$ cat config.mk
export PLATFORM = sky130hd
export DESIGN_NAME = fmps_packet_collector
export DESIGN_NICKNAME = d
export VERILOG_FILES = /design/src/rtl/fmps_packet_collector.sv
export SDC_FILE = /design/constraint.sdc
export NUM_CORES = 1
export LEC_CHECK = 0
export ABC_AREA = 1
export ABC_CLOCK_PERIOD_IN_PS = 4100
export CAP_MARGIN = 20
export CORE_MARGIN = 5
export CORE_UTILIZATION = 61
export DETAILED_ROUTE_END_ITERATION = 16
export PLACE_DENSITY_LB_ADDON = 0.08
export SYNTH_ARGS = -nofsm -noshare
export SYNTH_HDL_FRONTEND = slang
export SYNTH_SLANG_ARGS = --single-unit
$ cat constraint.sdc
create_clock -name sysClk -period 4.1 [get_ports sysClk]
set_input_delay 0.82 -clock sysClk [delete_from_list [all_inputs] [get_ports sysClk]]
set_output_delay 0.82 -clock sysClk [all_outputs]
set_load 0.01 [all_outputs]
$ cat src/rtl/fmps_packet_collector.sv
// Purpose: captures FMPS packets into a per-index RAM over one acquisition interval and publishes the status word and presence bitmap.
// Latency: bitmap/counts update 1 clk after rxValid, completion flags 1 clk later; RAM read data 1 clk after address.
// Backpressure: none, rxValid is never stalled; packets outside the interval or mask are dropped. FMPS_COLLECTOR_FIRST_WINS_EN keeps the first payload of duplicates.
module fmps_packet_collector #(
    parameter int INDEX_WIDTH   = 5,
    parameter int TIMEOUT_WIDTH = 20
) (
    input  logic                          sysClk,
    input  logic                          sysReset_n,
    input  logic                          acqStart,
    input  logic [TIMEOUT_WIDTH-1:0]      timeoutCycles,
    input  logic [(1<<INDEX_WIDTH)-1:0]   fmpsEnabledBitmap,
    input  logic [INDEX_WIDTH-1:0]        rxIndex,
    input  logic [31:0]                   rxData,
    input  logic                          rxValid,
    output logic [31:0]                   fmpsCSR,
    output logic [(1<<INDEX_WIDTH)-1:0]   fmpsBitmapAll,
    input  logic [INDEX_WIDTH-1:0]        fmpsReadoutAddress,
    output logic [31:0]                   fmpsReadout
);

    localparam int DEPTH = 1 << INDEX_WIDTH;

    typedef enum logic {
        IDLE   = 1'b0,
        ACTIVE = 1'b1
    } state_t;

    state_t                   state;
    logic                     active;
    logic                     valid;
    logic                     timed_out;
    logic                     restarted;
    logic [7:0]               dup_cnt;
    logic [INDEX_WIDTH:0]     rcv_cnt;
    logic [DEPTH-1:0]         mask;
    logic [TIMEOUT_WIDTH-1:0] timer;
    logic [31:0]              ram [DEPTH];

    logic done_hit;
    logic timeout_hit;
    logic rx_ok;
    logic rx_dup;
    logic rx_new;
    logic ram_we;

    // A packet is only accepted on a plain ACTIVE cycle: not a restart, completion or timeout cycle.
    always_comb begin
        done_hit    = 1'b0;
        timeout_hit = 1'b0;
        rx_ok       = 1'b0;
        rx_dup      = 1'b0;
        rx_new      = 1'b0;
        ram_we      = 1'b0;
        if (state == ACTIVE) begin
            done_hit    = ((fmpsBitmapAll & mask) == mask);
            timeout_hit = !done_hit && (timer == '0);
        end
        rx_ok  = (state == ACTIVE) && !acqStart && !done_hit && !timeout_hit
                 && rxValid && mask[rxIndex];
        rx_dup = rx_ok && fmpsBitmapAll[rxIndex];
        rx_new = rx_ok && !fmpsBitmapAll[rxIndex];
`ifdef FMPS_COLLECTOR_FIRST_WINS_EN
        ram_we = rx_new;
`else
        ram_we = rx_new || rx_dup;
`endif
    end

    always_ff @(posedge sysClk or negedge sysReset_n) begin
        if (!sysReset_n) begin
            state         <= IDLE;
            active        <= 1'b0;
            valid         <= 1'b0;
            timed_out     <= 1'b0;
            restarted     <= 1'b0;
            dup_cnt       <= '0;
            rcv_cnt       <= '0;
            mask          <= '0;
            timer         <= '0;
            fmpsBitmapAll <= '0;
        end else if (acqStart) begin
            state         <= ACTIVE;
            active        <= 1'b1;
            valid         <= 1'b0;
            timed_out     <= 1'b0;
            restarted     <= (state == ACTIVE);
            dup_cnt       <= '0;
            rcv_cnt       <= '0;
            mask          <= fmpsEnabledBitmap;
            timer         <= timeoutCycles;
            fmpsBitmapAll <= '0;
        end else if (state == ACTIVE) begin
            if (done_hit) begin
                state  <= IDLE;
                active <= 1'b0;
                valid  <= 1'b1;
            end else if (timeout_hit) begin
                state     <= IDLE;
                active    <= 1'b0;
                timed_out <= 1'b1;
            end else begin
                timer <= timer - TIMEOUT_WIDTH'(1);
                if (rx_new) begin
                    fmpsBitmapAll[rxIndex] <= 1'b1;
                    rcv_cnt                <= rcv_cnt + (INDEX_WIDTH+1)'(1);
                end
                if (rx_dup && (dup_cnt != 8'hFF)) begin
                    dup_cnt <= dup_cnt + 8'd1;
                end
            end
        end
    end

    // Payload storage is deliberately left uninitialised by reset.
    always_ff @(posedge sysClk) begin
        if (ram_we) begin
            ram[rxIndex] <= rxData;
        end
    end

    always_ff @(posedge sysClk or negedge sysReset_n) begin
        if (!sysReset_n) begin
            fmpsReadout <= '0;
        end else begin
            fmpsReadout <= ram[fmpsReadoutAddress];
        end
    end

    always_comb begin
        fmpsCSR                = '0;
        fmpsCSR[31]            = active;
        fmpsCSR[30]            = valid;
        fmpsCSR[29]            = timed_out;
        fmpsCSR[28]            = restarted;
        fmpsCSR[23:16]         = dup_cnt;
        fmpsCSR[INDEX_WIDTH:0] = rcv_cnt;
    end

endmodule

==> impl_results.md <==
* Status: complete, no violations
* Mapped Cells at roughly 3800
* Synth area leader: edfxtp_1
* Final setup fails at 0
* Via count at between 30000 and 40000
* Slew headroom at 0.301
* Vias in the first global route at 32100
* Post-route worst setup slack at between 1000 and 1500 ps
* Maximum vdd drop at 359 uV
* Leakage at about 19 nW
* GPL Wtd Cong at ~0.92
* Area grow syn2layout at 16.5%
* Total die area at 82600 um2
* Fin crit period at between 3000 and 4000 ps
* DP HPWL at between 80 and 90 mm
* Clk Latency, worst-skew pair at 680 ps
* Tot Pwr at roughly 26 mW
* Synth area leaders: edfxtp_1, dfrtp_1, o21ai_0
* PD cells at 474 nW/um2
* Post-synth top cells: edfxtp_1, nor2_1, o21ai_0
* Post-route insts no fill at between 5000 and 6000
* Critical path startpoint category: flip-flop
* Post-Place Cells at between 4000 and 5000
* DRC at 0
* Critical Path End Type: flip-flop
* Asr flop ratio synth at 0.116
* Critical path fanouts, max at 32
* Number of synthesized flops with an enable pin at 1024
* Fill cells at 5158
* Final Net Count at 4116
* Core area at between 70000 and 80000 um2
* Arrival @ worst endpoint at 3450 ps
* Cell Area, Placed at 50600 um2
* Post-synthesis cell area at between 40000 and 50000 um2
* Postcts setup bufs at 0
* Most frequent cell after synthesis: edfxtp_1
* Number of gates resized after CTS at 0
* Detailed Route WL at approximately 140 mm
* Final ANT Viol Nets at 0
* Routed WL per cell at ~27 um
* DR pass1 iterations at 8
* Slowest CP cell: dfrtp_1
* Critical path class: reg -> reg
* Transition time of the tightest slew-check pin at 1050 ps
* H-tree depth at 3
* Delay-heaviest family, CP: simple AND/OR/NAND/NOR gates
* Mapped Avg Cell Area at approximately 12 um2
* DIE WIDTH at roughly 290 um
* Fin. max-slew vios at 0
* Hold slack at approximately 76 ps
* Vias per cell at about 6.4
* Worst path cell trace: o21ai_0 -> nor2_1 -> nand2_1 -> nor2_1 -> nand2_1 -> nand4_1 -> nor2_4 -> inv_2 -> buf_12 -> nor2_4 -> buf_12
* Final Util at 0.718
* Clk buf depth at 3
* Cts hold-fix bufs at 0
* Clk_skew at approximately 18 ps
* Core Rows at between 100 and 150
* Post-synthesis sequential area ratio at 0.727
* Total grt overflow at 0
* Tightest Hold Check Type: in -> async
* Predominant post-synthesis flop cell: edfxtp_1
* Clock Sink Count at 1159
* Starting DRC count in detailed routing at about 4300
* Initial antenna violation count at 6
* All-Layer GR Usage at 0.327
* CTS Buf Count at ~110
* Synth unique cells at 38
* Max Cap Viol at 0
* Max incr delay on CP at around 450 ps
* Final hold vios at 0
* Starting density of the core at 0.617
* CTS tree: done
* Final Cycle Share at 0.752
* F_max at ~0.32 GHz
* Global-route wire length before repair at roughly 200 mm
* Pre-CTS setup slack at between 300 and 400 ps
* Yosys warnings at 0
* Clk root buf: clkbuf_16
* Post-synth top area share at 0.655
* CP required at ~4500 ps
* Setup TNS at 0 ps
* Register clock-pin slew on the reported worst setup and hold paths at approximately 60 ps
* Design area at about 55000 um2
* Share of cells above drive strength 1 at 0.103
* Die Y at 287 um
* Port Buffers at 179
* CP bufs+invs at 3
* Seq cells post-synth at approximately 1200
* I/O Pins at ~190
* Largest net degree at the start of global routing at about 110
* RSZ-0062 raised after global routing: false
## kinds of logic after synthesis
family / after synthesis / share of synthesized area
compound gates: 952 / 0.120
xor+xnor: 15 / 0.00280
fa+ha+maj: 4 / 0.00107
buf+inv: 387 / 0.0352
flops: 1159 / 0.727
other cells: 1 / 0.0000799
simple gates: 1310 / 0.113
## registers in the layout, summed over array words and instances (netlist names)
signal         cells
state              1
dup_cnt            8
timed_out          1
ram             1024
fmpsReadout       32
restarted          1
valid              1
active             1
fmpsBitmapAll     32
mask              32
timer             20
rcv_cnt            6
## worst register-to-register path, cell delays in order (launching register included)
cell     delay [ps]
dfrtp_1         450
o21ai_0         310
nor2_1          130
nand2_1          80
nor2_1           70
nand2_1         130
nand4_1         430
nor2_4          250
inv_2            60
buf_12          220
nor2_4          400
buf_12          240
## path summary, 6_finish.rpt
path	from	endpoint	slack [ps]	cells past startpoint
setup / recovery	fmpsBitmapAll[2]	ram[11][13]	1020	11
hold / removal	sysReset_n	mask[22]	80	1
setup reg to reg	fmpsBitmapAll[2]	ram[11][13]	1020	11
hold reg to reg	valid	valid	510	1
max in group asynchronous	sysReset_n	fmpsReadout[30]	2930	3
min in group sysClk	valid	valid	510	1
## layout make-up
class,instances,area [um2],share of cell area
diodes,1,2.50,0.0000458
repair buffers,343,3450,0.0631
inverters,102,400,0.00733
multi-input cells,2295,11400,0.209
flip-flops and latches,1159,34100,0.625
clock inverters,71,886,0.0162
clock buffers,141,3070,0.0561
well taps,1030,1290,0.0236
## per-layer routing
| layer | up-vias | GRT usage | share of wire |
|---|---|---|---|
| met4 | 0 | 0.171 | 0.064 |
| met2 | 2106 | 0.505 | 0.46 |
| met1 | 16200 | 0.454 | 0.38 |
| li1 | 14400 | - | - |
| met3 | 392 | 0.0531 | 0.097 |
| met5 | - | 0 | 0 |
## placed cells by master, fill, tap and decap left out, types with 20 or more instances in the layout
cell and instances:
buf_4 125, o221ai_1 192, inv_1 90, o22ai_1 65
nor2_4 34, nand4_1 47, nand3_1 136, nand2_1 426
a31oi_1 28, bufinv_16 20, clkdlybuf4s50_1 156, edfxtp_1 1024
o21ai_0 602, clkinv_2 25, nor2_1 644, clkbuf_16 117
dfrtp_1 135, buf_12 38, a21oi_1 34
## power breakdown
part | internal, mW | switching [mW]
Clock | 6.56 | 4.40
Sequential | 13.0 | 0.0689
Combinational | 0.560 | 1.33
No activity file was read; power rests on OpenSTA's default activity.
